[src/rtl/rr_mux_bus_arbiter.sv]
// Round-robin arbiter for a shared 4-to-1 WIDTH-bit bus. It registers a one-hot grant
// and the mux select, and forces rotation once a grant has carried MAX_BURST beats.
module rr_mux_bus_arbiter #(
    parameter int unsigned WIDTH     = 4,
    parameter int unsigned MAX_BURST = 4
) (
    input  logic             clk,
    input  logic             rst_n,
    input  logic [3:0]       req,
    input  logic [WIDTH-1:0] I0,
    input  logic [WIDTH-1:0] I1,
    input  logic [WIDTH-1:0] I2,
    input  logic [WIDTH-1:0] I3,
    input  logic             out_ready,
    output logic [3:0]       gnt,
    output logic             S1,
    output logic             S0,
    output logic [WIDTH-1:0] f,
    output logic             out_valid,
    output logic [3:0]       beat_ack
);

    localparam int unsigned N_REQ = 4;
    localparam int unsigned SEL_W = 2;
    localparam int unsigned CNT_W = 4;
    localparam logic [CNT_W-1:0] LAST_BEAT = CNT_W'(MAX_BURST - 1);

    typedef enum logic {
        IDLE,
        XFER
    } state_t;

    state_t             state, state_nxt;
    logic [SEL_W-1:0]   sel, sel_nxt;
    logic [SEL_W-1:0]   ptr, ptr_nxt;
    logic [CNT_W-1:0]   cnt, cnt_nxt;
    logic [N_REQ-1:0]   gnt_nxt;
    logic [SEL_W-1:0]   winner;
    logic               found;

    // First pending request, scanning upward from the rotation pointer.
    always_comb begin
        winner = '0;
        found  = 1'b0;
        for (int k = 0; k < N_REQ; k++) begin
            if (!found && req[ptr + SEL_W'(k)]) begin
                found  = 1'b1;
                winner = ptr + SEL_W'(k);
            end
        end
    end

    // Next state, handshake and acknowledge; beats are suppressed while reset is held.
    always_comb begin
        state_nxt = state;
        sel_nxt   = sel;
        ptr_nxt   = ptr;
        cnt_nxt   = cnt;
        gnt_nxt   = gnt;
        out_valid = 1'b0;
        beat_ack  = '0;
        case (state)
            IDLE: begin
                gnt_nxt = '0;
                if (found) begin
                    state_nxt = XFER;
                    sel_nxt   = winner;
                    gnt_nxt   = N_REQ'(1) << winner;
                    cnt_nxt   = '0;
                end
            end
            XFER: begin
                out_valid = req[sel] && rst_n;
                if (!req[sel]) begin
                    state_nxt = IDLE;
                    ptr_nxt   = sel + SEL_W'(1);
                    gnt_nxt   = '0;
                end else if (out_valid && out_ready) begin
                    beat_ack = N_REQ'(1) << sel;
                    if (cnt == LAST_BEAT) begin
                        state_nxt = IDLE;
                        ptr_nxt   = sel + SEL_W'(1);
                        gnt_nxt   = '0;
                    end else begin
                        cnt_nxt = cnt + CNT_W'(1);
                    end
                end
            end
            default: begin
                state_nxt = IDLE;
                gnt_nxt   = '0;
            end
        endcase
    end

    always_ff @(posedge clk) begin
        if (!rst_n) begin
            state <= IDLE;
            sel   <= '0;
            ptr   <= '0;
            cnt   <= '0;
            gnt   <= '0;
        end else begin
            state <= state_nxt;
            sel   <= sel_nxt;
            ptr   <= ptr_nxt;
            cnt   <= cnt_nxt;
            gnt   <= gnt_nxt;
        end
    end

    assign S1 = sel[1];
    assign S0 = sel[0];

    // Bus mux follows the registered select in every state.
    always_comb begin
        case (sel)
            2'd0:    f = I0;
            2'd1:    f = I1;
            2'd2:    f = I2;
            default: f = I3;
        endcase
    end

endmodule

[config.mk]
export PLATFORM = sky130hd
export DESIGN_NAME = rr_mux_bus_arbiter
export DESIGN_NICKNAME = d
export VERILOG_FILES = /design/src/rtl/rr_mux_bus_arbiter.sv
export SDC_FILE = /design/constraint.sdc
export NUM_CORES = 1
export LEC_CHECK = 0
export ABC_AREA = 1
export BUFFER_PORTS_ARGS = -buffer_cell sky130_fd_sc_hd__buf_2
export CELL_PAD_IN_SITES_DETAIL_PLACEMENT = 0
export CELL_PAD_IN_SITES_GLOBAL_PLACEMENT = 2
export CORE_MARGIN = 3
export CORE_UTILIZATION = 22
export DETAILED_ROUTE_END_ITERATION = 12
export PLACE_DENSITY = 0.77
export SKIP_LAST_GASP = 1
export SYNTH_ARGS = -nofsm -noshare
export SYNTH_HDL_FRONTEND = slang
export SYNTH_SLANG_ARGS = --single-unit
[constraint.sdc]
create_clock -name clk -period 1.3 [get_ports clk]
set_input_delay 0.26 -clock clk [delete_from_list [all_inputs] [get_ports clk]]
set_output_delay 0.26 -clock clk [all_outputs]
set_load 0.05 [all_outputs]
## Yosys cells after proc, flatten, opt, wreduce, memory -nomap -nowiden

Index checks and enable logic that the tools add are counted.

| storage, ports and cells | value |
|---|---|
| register bits after elaboration | 13 |
| input bits | 23 |
| output and inout bits | 15 |
| word-level logic and storage cells | 83 |

| operators by class | value |
|---|---|
| $add $sub $neg | 5 |
| order comparisons | 5 |
| equal/unequal tests | 11 |
| shifts and indexed selects | 2 |
| muxes and demuxes | 41 |
| bitwise gates (word level) | 1 |
| reductions and logical operators | 13 |

Operator list:

| operator | number |
|---|---|
| 4-bit two-way mux | 11 |
| 4-bit one-hot mux with 2 select lines | 2 |
| 2-bit by 3-bit < comparator with 1-bit output, second input constant | 5 |
| 1-bit two-way mux | 14 |
| 2-bit two-way mux | 7 |
| 4-bit one-hot mux with 3 select lines | 1 |
| 1-bit binary-select mux with 2-bit select | 5 |
| 2-bit by 1-bit != test with 1-bit output, second input constant | 4 |
| 1-bit by 2-bit << shifter with 4-bit output, first input constant | 2 |
| 3-bit by 2-bit != test with 1-bit output, second input constant | 2 |
| 1-bit logical AND | 5 |
| 2-bit by 1-bit adder with 2-bit output, second input constant | 2 |
| 2-bit adder, second input constant | 2 |
| 4-bit by 1-bit adder with 4-bit output, second input constant | 1 |
| 4-bit by 2-bit == test with 1-bit output, second input constant | 1 |
| 2-bit != test, second input constant | 2 |
| 2-bit AND reduction | 2 |
| 4-bit AND reduction | 1 |
| 1-bit logical NOT | 3 |
| 3-bit AND reduction | 1 |
| 2-bit by 1-bit == test with 1-bit output, second input constant | 1 |
| 2-bit == test, second input constant | 1 |
| 2-bit logical NOT | 1 |
| 1-bit one-hot mux with 2 select lines | 1 |
| 1-bit NOT | 1 |

## Longest topological paths before layout

| depth | value |
|---|---|
| depth after elaboration | 15 |
| mapped depth | 12 |
| gate-level depth less buffers | 12 |

## Worst setup path before layout

OpenSTA, ideal clock, no wires.

| timing | value |
|---|---|
| path kind | register -> output |
| from | register sel[1] |
| to | output port beat_ack[0] |
| arrival time | 2.615 ns |
| data required time | 1.040 ns |
| setup slack | -1.575 ns |
| stages on the path, launching flop included | 7 |
| path buffers | 0 |
| cell sequence | dfxtp_1 > inv_1 > nand3_1 > nand2_1 > nor3_2 > nand2_1 > nor2_1 |

| between the ends | value |
|---|---|
| word-level cells in the longest chain between the ends | 7 |
| elaborated cells on any way between the ends | 8 |
| those cells by class | 1 x shift; 5 x mux; 2 x reduce/logical |

RTL lines:

| item | line | text |
|---|---|---|
| start: declaration | 34 | `logic [SEL_W-1:0] sel, sel_nxt;` |
| start signal: assignment | 105 | `sel <= sel_nxt;` |
| 1-bit binary-select mux with 2-bit select | 73, 74 |  |
| 1-bit two-way mux (not written as such) | 73, 74 |  |
| 1-bit logical AND | 73 | `out_valid = req[sel] && rst_n;` |
| 1-bit logical AND | 78 | `end else if (out_valid && out_ready) begin` |
| 4-bit two-way mux | 78 |  |
| 4-bit two-way mux * | 74 | `if (!req[sel]) begin` |
| 4-bit two-way mux * | 62 | `case (state)` |
| end: declaration | 20 | `output logic [3:0] beat_ack` |

Every way passes the cells marked *; elsewhere a longest branch is shown, timed or not. The select of a mux whose other input is x is not followed.

## Worst setup path after layout

| timing | value |
|---|---|
| from | register sel[0] |
| to | output port beat_ack[2] |

The elaborated chain is that of the path after synthesis.

==> summary.md <==
| Metric | Value |
|---|---|
| Initial DRC count | 33 |
| Most frequent CP cell | nand2_2 |
| Critical path depth | 8 |
| Pin slew with the least headroom to its limit | 0.255 ns |
| Post-placement cell area | 0.00168 mm^2 |
| Synthesized flop and latch total | 13 |
| Clk_skew | 0.00141 ns |
| Layout cells sized above 1 | 68.2% |
| Power Density | 2340 mW/mm^2 |
| Vias in the first global route | 1,339 |
| Synthesized cell area | 0.00111 mm^2 |
| Vias per cell | 4.32 |
| Fmax | 591 MHz |
| Worst-path clk slew | 0.06 ns |
| Max_slew headroom | 83.1% |
| Critical path class | register to output port |
| HP Class | primary input to register |
| Total grt overflow | 0 |
| Maxcap violations | 0 |
| H-tree lvl count | 1 |
| Status | complete, but fails checks |
| Total core area | 0.00479 mm^2 |
| Max VDD drop | 1.37 mV |
| Final max-slew violation count | 0 |
| WL final | 3770 um |
| Critical path's slowest cell | dfxtp_4 |
| FF/Latch Area | 275 um^2 |
| Min Tclk post-route | 1.69 ns |
| Area grow syn2layout | 106% |
| CTS buffer count | 3 |
| Worst path top cell family by delay | simple AND/OR/NAND/NOR gates |
| Die Wd | 77.0 um |
| GRT Util Overall | 12.1% |
| Ant. Diodes | 0 |
| Placer Congestion | 0.733 |
| Initial antenna violation count | 0 |
| Initial Util | 23.2% |
| Antenna-violating nets left | 0 |
| CTS tree | done |
| Post-synthesis cell type count | 25 |
| Number of fill cells | 489 |
| Failing checks | setup timing |
| Finished Cell Area | 0.00229 mm^2 |
| Arrival time of the worst setup path | 1.43 ns |
| HPWL Detailed | 2640 um |
| First-pass GRT wire length | 6110 um |
| CTS Buffer Depth | 2 |
| Clk_lat worst skew | 0.24 ns |
| DRC | 0 |
| Multi-input logic area | 0.00122 mm^2 |
| Worst setup EP type | output port |
| Warnings from Yosys | 0 |
| Dpl cells | 311 |
| Hold Path Depth | 4 |
| CP Launch Type | register |
| Required time worst endpoint | 1.04 ns |
| Clock sinks | 13 |
| Final layout net count | 287 |
| PortBufs | 37 |
| Worst-path cell chain | inv_4 -> nand2_2 -> nand3_2 -> nand2_2 -> nor3_4 -> nand2_4 -> nor2_4 -> buf_8 |
| Number of buffers and inverters on the critical path | 2 |
| Leak | 0.00104 uW |
| Post-synthesis instance total | 185 |
| Top-level port count | 38 |
| Clock root cell | clkbuf_8 |
| # rows | 25 |
| Fin cells | 325 |
| Final setup viols | 21 |
| Final WS setup | -0.392 ns |
| Die ar. | 0.00593 mm^2 |
| Critical path fanouts, max | 6 |
| R2R cell count | 12 |
| Syn_nets | 213 |
| Largest net degree at the start of global routing | 10 |
| Hold buffer count at CTS | 0 |
| Avg Cell Area, Syn | 5.99 um^2 |
| Routed WL per cell | 11.6 um |
| CP max stage delay | 0.37 ns |
| Router iterations before antenna repair | 4 |
| Final hold vios | 0 |
| Seq/Total Area, Yosys | 23.5% |
| Tcrit/Tclk final | 130% |
| Vias | 1,404 |
| DIE HEIGHT | 77.0 um |
| RSZ-0062 raised after global routing | true |
[worst min-delay path, stage by stage]
cell     delay (ns)
buf_2          0.11
buf_4          0.17
o21ai_2        0.06
nor2_1         0.03
[layout make-up]
type,count,share of cell area [%]
clock buffer,4,1.97
tap,67,3.67
multi-input combinational,148,53.4
inverter,23,4.32
sequential,13,12.0
timing repair inverter,1,0.274
timing repair buffer,69,24.3
[sequential cells by signal, indices dropped and copies added (netlist names)]
name and flops:
cnt 4, gnt 4, ptr 2, sel 2, state 1
[cells in the mapped netlist]
master	count	area, um^2
a21oi_2	1	8.76
o21ai_0	3	15.0
a21oi_1	15	75.1
buf_6	2	22.5
nand3_2	2	20.0
or2_2	2	12.5
clkinv_1	1	3.75
nand2_2	10	62.6
inv_1	18	67.6
inv_2	4	15.0
xor2_1	1	8.76
nor2_1	16	60.1
nor3_1	1	5.00
dfxtp_1	13	260
nand2_1	60	225
o21ai_2	1	8.76
o21ai_1	2	10.0
nand3_1	17	85.1
a31oi_1	4	25.0
nand4_1	1	6.26
nor3_2	1	10.0
nor2_2	3	18.8
nand2_4	1	11.3
ha_1	5	62.6
xnor2_1	1	8.76
[report_power, final]
group	switching [uW]	internal [uW]	leakage, uW
logic	2540	1750	0.000912
clock network	154	216	0.0000228
registers	146	541	0.000109
total	2840	2510	0.00104
[logic make-up after synthesis]
| group | Yosys count | share of synthesized area [%] |
|---|---|---|
| AND/OR/NAND/NOR | 114 | 46.6 |
| buffers and inverters | 25 | 9.82 |
| flip-flops | 13 | 23.5 |
| XOR/XNOR | 2 | 1.58 |
| adder cells (fa/ha/maj) | 5 | 5.64 |
| AO/OA/AOI/OAI | 26 | 12.9 |
[layer usage]
| layer | global-route usage [%] | share of wire (%) | vias to the layer above |
|---|---|---|---|
| met5 | 0 | 0 | - |
| met4 | 2.31 | 0.37 | 0 |
| met3 | 2.58 | 5.3 | 2 |
| met2 | 19.6 | 49 | 36 |
| met1 | 16.5 | 45 | 628 |
| li1 | - | - | 738 |
[path summary, 6_finish.rpt]
check	startpoint	to	slack (ns)
max	sel[0]$_SDFFE_PN0P_	beat_ack[2]	-0.39
min	rst_n	sel[0]$_SDFFE_PN0P_	0.43
max reg2reg	sel[0]$_SDFFE_PN0P_	cnt[0]$_SDFFE_PN0P_	-0.25
min reg2reg	gnt[0]$_SDFFE_PN0P_	gnt[0]$_SDFFE_PN0P_	0.48
[cells in the final DEF (no fill, tap or decap), drive strengths merged]
cell type	instances
a21oi	16
a31oi	4
buf	68
clkbuf	5
dfxtp	13
ha	5
inv	24
nand2	72
nand3	19
nand4	1
nor2	19
nor3	2
o21ai	6
or2	2
xnor2	1
xor2	1
[repair_timing]
item,4_1_cts,5_1_grt
setup endpoints to repair,21,23
pin swaps,24,35
setup buffers,4,4
cloned,3,0
resized for setup,56,72
[stage by stage]
stage                     hold slack [ns]  utilization (%)  TNS [ns]  setup slack [ns]  total power [uW]
after floorplan                     0.447                -     -5.84            -0.680              2780
after global placement              0.471             35.0     -4.39            -0.277              3600
after detailed placement            0.469             35.0     -4.32            -0.308              3580
after CTS                           0.417             41.5     -5.73            -0.422              4620
after global routing                0.448             47.8     -7.67            -0.481              5720
final                               0.427             47.8     -5.55            -0.392              5350
(Power assumes the default switching activity.)
